[src/rtl/stack_access_unit.sv]
// Memory-stage stack datapath: turns stack-sequencer steps and single PUSH/POP
// into 16-bit stack memory accesses, owns SP, and reassembles popped PC/flags.
module stack_access_unit #(
  parameter int unsigned ADDR_W  = 11,
  parameter int unsigned SP_INIT = 2047,
  parameter int unsigned FLAG_W  = 3
) (
  input  logic              clk,
  input  logic              rst_n,
  input  logic [1:0]        sm_state,
  input  logic [1:0]        sm_mode,
  input  logic [31:0]       pc_in,
  input  logic [FLAG_W-1:0] flags_in,
  input  logic              stack_push,
  input  logic              stack_pop,
  input  logic [15:0]       push_data,
  input  logic [15:0]       mem_rdata,
  output logic [ADDR_W-1:0] mem_addr,
  output logic [15:0]       mem_wdata,
  output logic              mem_we,
  output logic              mem_re,
  output logic [31:0]       pc_out,
  output logic [FLAG_W-1:0] flags_out,
  output logic              restore_valid,
  output logic [15:0]       pop_data,
  output logic              pop_valid,
  output logic [ADDR_W-1:0] sp_out,
  output logic              sp_wrap
);

  typedef enum logic [1:0] {SEQ_IDLE, SEQ_FLAGS, SEQ_NOFLAGS} seq_t;
  typedef enum logic [1:0] {CAP_PC_LO, CAP_PC_HI, CAP_FLAGS, CAP_POP} cap_t;

  seq_t seq_q, seq_d;

  logic              step_ok;
  logic [15:0]       seq_word;
  cap_t              seq_cap;
  logic              seq_last;
  logic              seq_push, seq_pop, single_ok, do_push, do_pop;
  logic [ADDR_W-1:0] sp_q, sp_inc;

  logic              pend_v, pend_last;
  cap_t              pend_kind;
  logic [15:0]       pc_lo_q, pc_hi_q;

  // Sequence tracker: remembers whether the running sequence carries flags.
  always_ff @(posedge clk or negedge rst_n) begin
    if (!rst_n) seq_q <= SEQ_IDLE;
    else        seq_q <= seq_d;
  end

  always_comb begin
    seq_d = seq_q;
    case (sm_state)
      2'b11:   seq_d = SEQ_FLAGS;
      2'b10:   seq_d = (seq_q == SEQ_FLAGS) ? SEQ_FLAGS : SEQ_NOFLAGS;
      default: seq_d = SEQ_IDLE;
    endcase
  end

  // Step decode; state 01 is only honoured inside a sequence that was entered at 11/10.
  always_comb begin
    step_ok  = 1'b0;
    seq_word = '0;
    seq_cap  = CAP_PC_LO;
    seq_last = 1'b0;
    case (sm_state)
      2'b11: begin
        step_ok  = 1'b1;
        seq_word = 16'(flags_in);
        seq_cap  = CAP_PC_LO;
      end
      2'b10: begin
        step_ok  = 1'b1;
        seq_word = pc_in[31:16];
        seq_cap  = (seq_q == SEQ_FLAGS) ? CAP_PC_HI : CAP_PC_LO;
      end
      2'b01: begin
        step_ok  = (seq_q != SEQ_IDLE);
        seq_word = pc_in[15:0];
        seq_cap  = (seq_q == SEQ_FLAGS) ? CAP_FLAGS : CAP_PC_HI;
        seq_last = 1'b1;
      end
      default: ;
    endcase
  end

  assign seq_push  = step_ok && (sm_mode == 2'b10);
  assign seq_pop   = step_ok && (sm_mode == 2'b11);
  assign single_ok = (sm_state == 2'b00) && (stack_push ^ stack_pop);
  assign do_push   = seq_push || (single_ok && stack_push);
  assign do_pop    = seq_pop  || (single_ok && stack_pop);
  assign sp_inc    = sp_q + ADDR_W'(1);

  assign mem_we    = rst_n && do_push;
  assign mem_re    = rst_n && do_pop;
  assign mem_addr  = do_pop ? sp_inc : sp_q;
  assign mem_wdata = !do_push ? '0 : (seq_push ? seq_word : push_data);
  assign sp_out    = sp_q;

  // Read data arrives one cycle after mem_re, so each read leaves a one-deep
  // pending tag that is resolved against mem_rdata on the next edge.
  always_ff @(posedge clk or negedge rst_n) begin
    if (!rst_n) begin
      sp_q          <= ADDR_W'(SP_INIT);
      sp_wrap       <= 1'b0;
      pend_v        <= 1'b0;
      pend_last     <= 1'b0;
      pend_kind     <= CAP_POP;
      pc_lo_q       <= '0;
      pc_hi_q       <= '0;
      pc_out        <= '0;
      flags_out     <= '0;
      restore_valid <= 1'b0;
      pop_data      <= '0;
      pop_valid     <= 1'b0;
    end else begin
      restore_valid <= 1'b0;
      pop_valid     <= 1'b0;

      if (do_push) begin
        sp_q <= sp_q - ADDR_W'(1);
        if (sp_q == '0) sp_wrap <= 1'b1;
      end else if (do_pop) begin
        sp_q <= sp_inc;
        if (sp_q == '1) sp_wrap <= 1'b1;
      end

      pend_v    <= do_pop;
      pend_kind <= seq_pop ? seq_cap : CAP_POP;
      pend_last <= seq_pop && seq_last;

      if (pend_v) begin
        case (pend_kind)
          CAP_PC_LO: pc_lo_q <= mem_rdata;
          CAP_PC_HI: pc_hi_q <= mem_rdata;
          CAP_FLAGS: ;
          CAP_POP: begin
            pop_data  <= mem_rdata;
            pop_valid <= 1'b1;
          end
          default: ;
        endcase
        if (pend_last) begin
          restore_valid <= 1'b1;
          if (pend_kind == CAP_FLAGS) begin
            pc_out    <= {pc_hi_q, pc_lo_q};
            flags_out <= mem_rdata[FLAG_W-1:0];
          end else begin
            pc_out <= {mem_rdata, pc_lo_q};
          end
        end
      end
    end
  end

endmodule

[config.mk]
export PLATFORM = sky130hd
export DESIGN_NAME = stack_access_unit
export DESIGN_NICKNAME = d
export VERILOG_FILES = /design/src/rtl/stack_access_unit.sv
export SDC_FILE = /design/constraint.sdc
export NUM_CORES = 1
export LEC_CHECK = 0
export ABC_AREA = 1
export BUFFER_PORTS_ARGS = -buffer_cell sky130_fd_sc_hd__buf_2
export CORE_ASPECT_RATIO = 0.7
export CORE_MARGIN = 2
export CORE_UTILIZATION = 50
export CTS_CLUSTER_DIAMETER = 60
export DETAILED_ROUTE_END_ITERATION = 10
export PLACE_DENSITY = 0.79
export REMOVE_ABC_BUFFERS = 1
export SYNTH_ARGS = -nofsm -noshare
export SYNTH_HDL_FRONTEND = slang
export SYNTH_SLANG_ARGS = --single-unit
[constraint.sdc]
create_clock -name clk -period 1.8 [get_ports clk]
set_input_delay 0.18 -clock clk [delete_from_list [all_inputs] [get_ports clk]]
set_output_delay 0.18 -clock clk [all_outputs]
set_load 0.01 [all_outputs]
## Word-level counts from Yosys, hierarchy flattened

Index checks and enable logic that the tools add are counted.

| storage, ports and cells | value |
|---|---|
| bits in registers | 103 |
| bits of input ports | 75 |
| output and inout bits | 94 |
| word-level logic and storage cells | 72 |

| operators by class | value |
|---|---|
| $add $sub $neg | 2 |
| eq/ne operators | 11 |
| muxes and demuxes | 22 |
| bitwise gates (word level) | 1 |
| reduce and logical (&&, ||, !) cells | 23 |

Operator list:

| cell | count |
|---|---|
| $pmux W16 S3 | 1 |
| $mux W16 | 2 |
| $mux W32 | 1 |
| $mux W11 | 2 |
| $eq A2 B2 Y1 const B | 6 |
| $add A11 B1 Y11 const B | 1 |
| $eq A11 B11 Y1 const B | 1 |
| $logic_not A11 Y1 | 1 |
| $sub A11 B1 Y11 const B | 1 |
| $mux W1 | 10 |
| $logic_and A1 B1 Y1 | 8 |
| $pmux W2 S2 | 2 |
| $reduce_and A2 Y1 | 4 |
| $eq A2 B1 Y1 const B | 3 |
| $mux W2 | 3 |
| $reduce_and A3 Y1 | 2 |
| $reduce_bool A2 Y1 | 3 |
| $logic_not A2 Y1 | 2 |
| $logic_or A1 B1 Y1 | 2 |
| $ne A2 B1 Y1 const B | 1 |
| $pmux W1 S2 | 1 |
| $reduce_or A2 Y1 | 1 |
| $xor A1 B1 Y1 | 1 |

## Depth between registers and ports, before layout

Gate-level depths: netlist of run 1.

| logic depth | value |
|---|---|
| depth in word-level cells | 7 |
| gate-level depth with buffers | 12 |

## Worst setup path after synthesis of run 1

Ideal clock, no wire load.

| path | value |
|---|---|
| kind | flip-flop to output port |
| start | reg sp_q[0], in the netlist sp_out[0] |
| end | out mem_addr[6] |
| arrival time | 1.376 ns |
| required time | 1.620 ns |
| slack | 0.244 ns |
| stages on the path, launching flop included | 7 |
| path buffers | 0 |
| cells stage by stage | dfstp_2 > ha_1 > nand3_1 > nor2_1 > xor2_1 > nand2_1 > nand2_2 |

| between the ends | value |
|---|---|
| longest elaborated chain between the ends | 2 |

Ends and longest elaborated chain:

| what | RTL line | text |
|---|---|---|
| start: declaration | 41 | `logic [ADDR_W-1:0] sp_q, sp_inc;` |
| start signal: assignment | 106 | `sp_q <= ADDR_W'(SP_INIT);` |
| start signal: assignment | 123 | `sp_q <= sp_q - ADDR_W'(1);` |
| start signal: assignment | 126 | `sp_q <= sp_inc;` |
| $add A11 B1 Y11 | 94 | `assign sp_inc = sp_q + ADDR_W'(1);` |
| $mux W11 | n/a |  |
| end: declaration | 18 | `output logic [ADDR_W-1:0] mem_addr,` |

Every way passes these cells.

## Worst setup path after layout of run 1

| path | value |
|---|---|
| start | reg sp_q[2], in the netlist sp_out[2] |
| end | out mem_addr[10] |

The elaborated chain is that of the path after synthesis.

==> key figures, run 1 <==
Global routing
  – First-pass GRT wire length: 24080 um
  – Gr usage total: 0.2616
  – Initial antenna violation count: 0
  – Largest net degree at the start of global routing: 104
  – Total gr overflow: 0
  – Number of global-route vias before repair: between 4000 and 5000

Timing
  – Worst Skew: ~13 ps
  – Actual slew at the worst max-slew pin: 547.6 ps
  – Hold WS: ~130 ps
  – Period utilization: 1.094
  – Tmin final: 1969 ps
  – RSZ-0062 raised after global routing: true
  – Final setup fails: 28
  – Final Max Tran Viols: 0
  – Hold Fails Final Rpt: 0
  – Slew HR: 0.6349
  – Fmax: approximately 510 MHz
  – Final setup margin: -169.0 ps

Routing
  – Post-route ant nets: 0
  – Routed via count: between 5000 and 6000
  – Router iterations before antenna repair: 6
  – Drt drc: 0
  – WL/cell: 15.84 um
  – Iter 0 DRT Violations: between 400 and 500
  – Total Wirelength: between 15000 and 20000 um
  – Vias/cell: approximately 5.5

Worst setup path
  – Critical path class: flop to primary output
  – Crit end category: primary output
  – Setup crit start kind: flop
  – Crit path largest cell delay: ~600 ps
  – CP Data Required Time: 1620 ps
  – Worst-path cell chain: buf_6 -> nand2_2 -> nor2_2 -> nand3_1 -> nand2_1 -> nand2_1 -> nand2_1 -> nand2_2 -> buf_6
  – Critical path's slowest cell: dfstp_2
  – Max FO, Critical Path: 4
  – Worst EP arrival: about 1800 ps
  – CP dominant cell by count: nand2_1

Place
  – Final Wtd Congestion: ~0.96
  – Hpwl dp: around 10000 um
  – Port Buf Inserts: around 170
  – Placed inst area: roughly 6200 um^2
  – Dpl ws: about 85 ps

Clocking
  – Maximum clock path buffer count: 2
  – Num CTS Buffers: 9
  – # clock sinks: just over 100
  – Clk_lat worst skew: 350 ps
  – CTS root buffer: clkbuf_16
  – H-tree Lvls: 3
  – Clk slew on worst S/H paths: 70 ps
  – CTS tree: yes

Hold path
  – Worst min-delay path category: input pin to flop

Cells and area
  – # nets final: just under 1000
  – Most frequent cells in the layout: nand2_1, buf_2, dfrtp_1
  – Layout area overhead: 38.97%
  – Most common cell after layout, fill and taps aside: nand2_1
  – Cell area after layout: ~7300 um^2
  – ANT cells: 0
  – Layout cell share with drive strength beyond 1: 0.3692

Yosys
  – Mapped cell area: about 5300 um^2
  – Syn Inst Count: roughly 670
  – Yosys warning count: 0
  – Sequential area share after synthesis: 0.4911
  – Dominant cell type by area after synthesis: dfrtp_1
  – Share of the synthesized area in the top cell type: 0.4264
  – Top post-synthesis cells by area: dfrtp_1, nand2_1, o21ai_0
  – Synth Register Bits: roughly 100
  – Yosys cell types: 30
  – Synth Area per Inst: around 8 um^2

Floorplanning
  – Die height: around 90 um
  – Die outline width: 126.8 um
  – I/O Pins: between 150 and 200
  – Placement row count: 31
  – Die area: around 11000 um^2
  – Starting density of the core: 0.5119
  – Core area: approximately 10000 um^2

Pwr
  – Pwr Total: about 8400 uW
  – VDD IR-drop max: a little over 0.9 mV
  – Leak Pwr: 0.004102 uW
  – P per Cell Area: approximately 1200 nW/um^2

Run status
  – Status: finished with violations
  – Failing checks: setup timing

Run
  – Number of max-cap violations: 0
==> layer usage <==
metal / vias to the layer above / GRT usage / share of wire
met5: - / 0 / 0
met4: 0 / 0.05769 / 0.022
met3: 50 / 0.05536 / 0.085
met2: 290 / 0.4023 / 0.46
met1: 2663 / 0.3843 / 0.43
li1: 2534 / - / -
==> synthesized netlist by cell type, drive strengths merged <==
library cell and number:
a21oi 3, a22o 12, a31oi 1, and2 2, buf 20, clkbuf 16, dfrtp 90, dfstp 13
ha 7, inv 84, nand2 216, nand3 34, nand4 4, nor2 43, nor3 1, o211ai 1
o21ai 117, xor2 10
==> report_power, final <==
part | switching (uW) | leakage, uW | internal, uW | total (uW)
logic | 1660 | 0.00281 | 1390 | 3050
registers | 431 | 0.00114 | 2860 | 3290
clock network | 880 | 0.000158 | 1230 | 2110
==> registers in the layout, indices dropped and copies added, names as in the netlist <==
name / flops
flags_out: 3
pc_hi_q: 16
pc_lo_q: 16
pc_out: 32
pend_kind: 2
pend_last: 1
pend_v: 1
pop_data: 16
pop_valid: 1
restore_valid: 1
seq_q: 2
sp_out: 11
sp_wrap: 1
==> area by class of cell <==
class                      instances  area (um^2)
timing repair buffer             228         1501
fill                             757         2978
inverter                          84        332.8
tap                              132        165.2
clock buffer                       9        225.2
sequential                       103         2594
multi-input combinational        453         2427
clock inverter                     6        93.84
==> metrics by stage <==
stage | instances | util | TNS, ps
final | 1015 | 0.7114 | -2711
after global routing | 1015 | 0.7114 | -5216
after CTS | 992 | 0.6682 | -1185
after detailed placement | 956 | 0.6056 | 0
after global placement | 956 | 0.6056 | 0
after floorplan | 638 | - | -108.3
==> worst max-delay path: cells and delay by family (launching register included) <==
kind | cells | cell delay, ps
buffers and inverters | 2 | 260
flip-flops | 1 | 600
AND/OR/NAND/NOR | 7 | 560
==> final timing paths <==
| path | from | endpoint | slack (ps) | depth (start not counted) |
|---|---|---|---|---|
| max in group asynchronous | rst_n | sp_out[7] | 890 | 3 |
| setup / recovery | sp_out[2] | mem_addr[10] | -170 | 9 |
| setup reg to reg | seq_q[1] | sp_out[5] | 20 | 11 |
| hold reg to reg | pc_lo_q[10] | pc_out[10] | 480 | 2 |
| hold / removal | mem_rdata[13] | pop_data[13] | 130 | 3 |
| min in group asynchronous | rst_n | pop_data[11] | 480 | 3 |
==> logic make-up after synthesis <==
logic type | after synthesis | share of synthesized area
AOI/OAI and AO/OA | 134 | 0.1369
xor gates and xnor gates | 10 | 0.01658
buffers and inverters | 120 | 0.09784
adders and majority gates | 7 | 0.01658
DFF | 103 | 0.4911
and+or+nand+nor | 300 | 0.2409
==> timing repair <==
item | in CTS | in global routing
cloned | 1 | 4
setup endpoints to repair | 24 | 29
hold buffers | 1 | 0
hold endpoints to repair | 90 | 0
pin swaps | 9 | 18
setup buffers | 19 | 19
gates resized for setup | 35 | 78
No activity file was read; power rests on OpenSTA's default activity.
==> run 2, diff against run 1 <==
GPL_TIMING_DRIVEN = 0   (was unset)
==> run 2 against run 1 <==
Net effect: the flow still finishes with violations (setup timing); critical path type unchanged; critical path depth rose by 1; non-clock buffer count fell by 8; combinational power rose by 5%; global-route usage rose by 1.6 points; design area rose by 1.1%; setup slack got worse by 46 ps; clock power barely moved; die area did not move; core utilization rose by 0.76 points; clock skew fell by 7.4 ps.
==> key figures, run 2 (same netlist as run 1, synthesis figures left out) <==
Cells and area
  – Layout cell share with drive strength beyond 1: 0.3773 (+0.008077)
  – Final Non-Filler Cells: 1013 (-0.20%)
  – Reg area: 2594 um^2 (unchanged)
  – Fillcell total: 726 (-4.1%)
  – Final core occ: 0.7190 (+0.007640)
  – Most frequent cells in the layout: nand2_1, buf_2, dfrtp_1
  – Layout area overhead: 40.46%
  – # nets final: 958 (-0.31%)
  – Most common cell after layout, fill and taps aside: nand2_1
  – Largest register FFs: 32 (unchanged)
  – Area of the multi-input gates: 2567 um^2 (+5.8%)
  – Largest register by flop count: pc_out

Pwr
  – VDD IR-drop max: 0.9550 mV (+2.4%)
  – Sw frac: 0.3528 (+0.0008315)
  – Net Switching: 3024 uW (+1.7%)
  – P per Cell Area: 1155 nW/um^2 (+0.38%)
  – Leak Pwr: 0.004080 uW (-0.55%)
  – Comb pwr share: 0.373 (+0.012)
  – Clk network pwr share: 0.245 (-0.004)
  – Sequential power share: 0.382 (-0.008)
  – Pwr Total: 8572 uW (+1.5%)
  – Int Power: 5547 uW (+1.3%)

Worst setup path
  – CP Data Required Time: 1620 ps (about the same)
  – Worst-path cell chain: buf_12 -> ha_4 -> nand3_4 -> inv_2 -> nand3_2 -> nand2_1 -> nand2_1 -> nand2_1 -> nand2_2 -> buf_6
  – Worst EP arrival: 1830 ps (+40 ps)
  – Crit end category: primary output
  – Worst r2r path cells: 13 (+2)
  – CP dominant cell by count: nand2_1
  – Reg2reg setup slack: 10 ps (about the same)
  – Setup crit start kind: flop
  – Critical path's slowest cell: dfstp_2
  – Critical path class: flop to primary output
  – Max FO, Critical Path: 3 (-1)
  – Crit path largest cell delay: 590 ps (about the same)
  – RR Startpoint: sp_out[0]
  – Reg2reg end: sp_out[8]

Clocking
  – CTS tree: yes
  – CTS root buffer: clkbuf_16
  – Num CTS Buffers: 9 (unchanged)
  – # clock sinks: 103 (unchanged)
  – Maximum clock path buffer count: 2 (unchanged)
  – Clk slew on worst S/H paths: 70 ps (about the same)
  – H-tree Lvls: 3 (unchanged)
  – Clk_lat worst skew: 350 ps (about the same)

Timing
  – Setup TNS: -2792 ps (-81.92 ps)
  – Actual slew at the worst max-slew pin: 680.3 ps (+132.7 ps)
  – Final Max Tran Viols: 0 (unchanged)
  – Slew HR: 0.5460 (-0.08896)
  – Worst Skew: 5.760 ps (-7.439 ps)
  – Tmin final: 2015 ps (+45.76 ps)
  – Final setup margin: -214.7 ps (-45.76 ps)
  – RSZ-0062 raised after global routing: true
  – Period utilization: 1.119 (+0.02542)
  – Hold WS: 140.6 ps (+8.613 ps)
  – Hold Fails Final Rpt: 0 (unchanged)
  – Final setup fails: 27 (-3.6%)
  – Fmax: 496.3 MHz (-2.3%)

Global routing
  – Initial antenna violation count: 1 (+1)
  – Total gr overflow: 0 (unchanged)
  – First-pass GRT wire length: 25430 um (+5.6%)
  – Largest net degree at the start of global routing: 73 (-30%)
  – Number of global-route vias before repair: 5173 (+4.9%)
  – Gr usage total: 0.2773 (+0.01570)

Floorplanning
  – Die area: 11410 um^2 (unchanged)
  – Die height: 89.99 um (unchanged)
  – Placement row count: 31 (unchanged)
  – Core area: 10320 um^2 (unchanged)
  – Starting density of the core: 0.5119 (unchanged)
  – I/O Pins: 169 (unchanged)
  – Die outline width: 126.8 um (unchanged)

Hold path
  – Worst min-delay path category: input pin to flop
  – Hold Crit Start: mem_rdata[12]
  – Hold-critical path endpoint: pc_out[28]
  – Cells on Worst Hold Path: 3 (unchanged)

Routing
  – Post-route ant nets: 0 (unchanged)
  – Drt drc: 0 (unchanged)
  – Vias/cell: 5.538 (+1.5%)
  – Router iterations before antenna repair: 5 (-1)
  – Routed via count: 5610 (+1.3%)
  – Total Wirelength: 17080 um (+6.2%)
  – Iter 0 DRT Violations: 488 (+4.7%)
  – WL/cell: 16.86 um (+6.4%)

Place
  – Port Buf Inserts: 168 (unchanged)
  – Final Wtd Congestion: 0.8924 (-7.2%)
  – Placed Cells incl. Taps: 939 (-1.8%)
  – Hpwl dp: 9145 um (-8.9%)

Run status
  – Failing checks: setup timing
  – Status: finished with violations

Run
  – Number of max-cap violations: 0 (unchanged)
## run 2: cell count changes in the layout (fill, tap and decap cells not counted), moves of 3 or more
cell | before | now
nand3_1 | 25 | 20
nand3_4 | 4 | 10
nand3_2 | 6 | 10
buf_6 | 18 | 21
buf_4 | 48 | 36
nor2_2 | 4 | 7
## run 2: layout make-up
cell class,instances,share of cell area
sequential,103,0.3496
timing repair buffer,220,0.1928
antenna,1,0.0003373
multi-input combinational,458,0.3461
clock inverter,6,0.01248
inverter,84,0.04604
clock buffer,9,0.03036
tap,132,0.02226
## run 2: how the worst max path moves through the flow
stage / from / to / slack [ps] / depth (start not counted)
CTS: sp_out[0] / mem_addr[6] / -170 / 8
global route: sp_out[0] / mem_addr[8] / -300 / 10
global placement: rst_n / mem_re / -720 / 4
detailed placement: sm_state[1] / mem_we / -780 / 10
floorplan: sm_state[1] / mem_wdata[15] / -70 / 8
finish: sp_out[0] / mem_addr[8] / -210 / 10
## run 2: critical path, delay by kind of cell, from the launching register on
kind	cells	cell delay [ps]
flip-flops	1	590
adder cells (fa/ha/maj)	1	140
buffers and inverters	3	310
AND/OR/NAND/NOR	6	460
## run 2: what timing repair did
| item | CTS | global route |
|---|---|---|
| hold endpoints to repair | 32 | 0 |
| buffers inserted | 31 | 18 |
| cloned | 7 | 1 |
| setup endpoints to repair | 110 | 51 |
| pin swaps | 19 | 20 |
| gates resized for setup | 85 | 47 |
| hold buffers | 2 | 0 |
## run 2: power by group through the flow
stage               combinational, uW  clock (uW)  sequential, uW
floorplan                        1130           0            3390
global placement                 2020           0            3290
detailed placement               2090           0            3320
CTS                              2710        2120            3260
global route                     3470        2220            3330
finish                           3200        2100            3280
## run 2: per-stage QoR
stage / area (um^2) / worst slack, ps
6_report: 7418 / -214.7
5_1_grt: 7418 / -298.1
4_1_cts: 7097 / -172.1
3_5_place_dp: 6116 / -780.4
3_3_place_gp: 6086 / -721.5
2_1_floorplan: 5080 / -66.91
## run 2: metal layers
layer / GRT usage / routed length (um)
met1: 0.3923 / 7241
met2: 0.4418 / 7898
met5: 0 / 0
met3: 0.05476 / 1415
met4: 0.07051 / 526
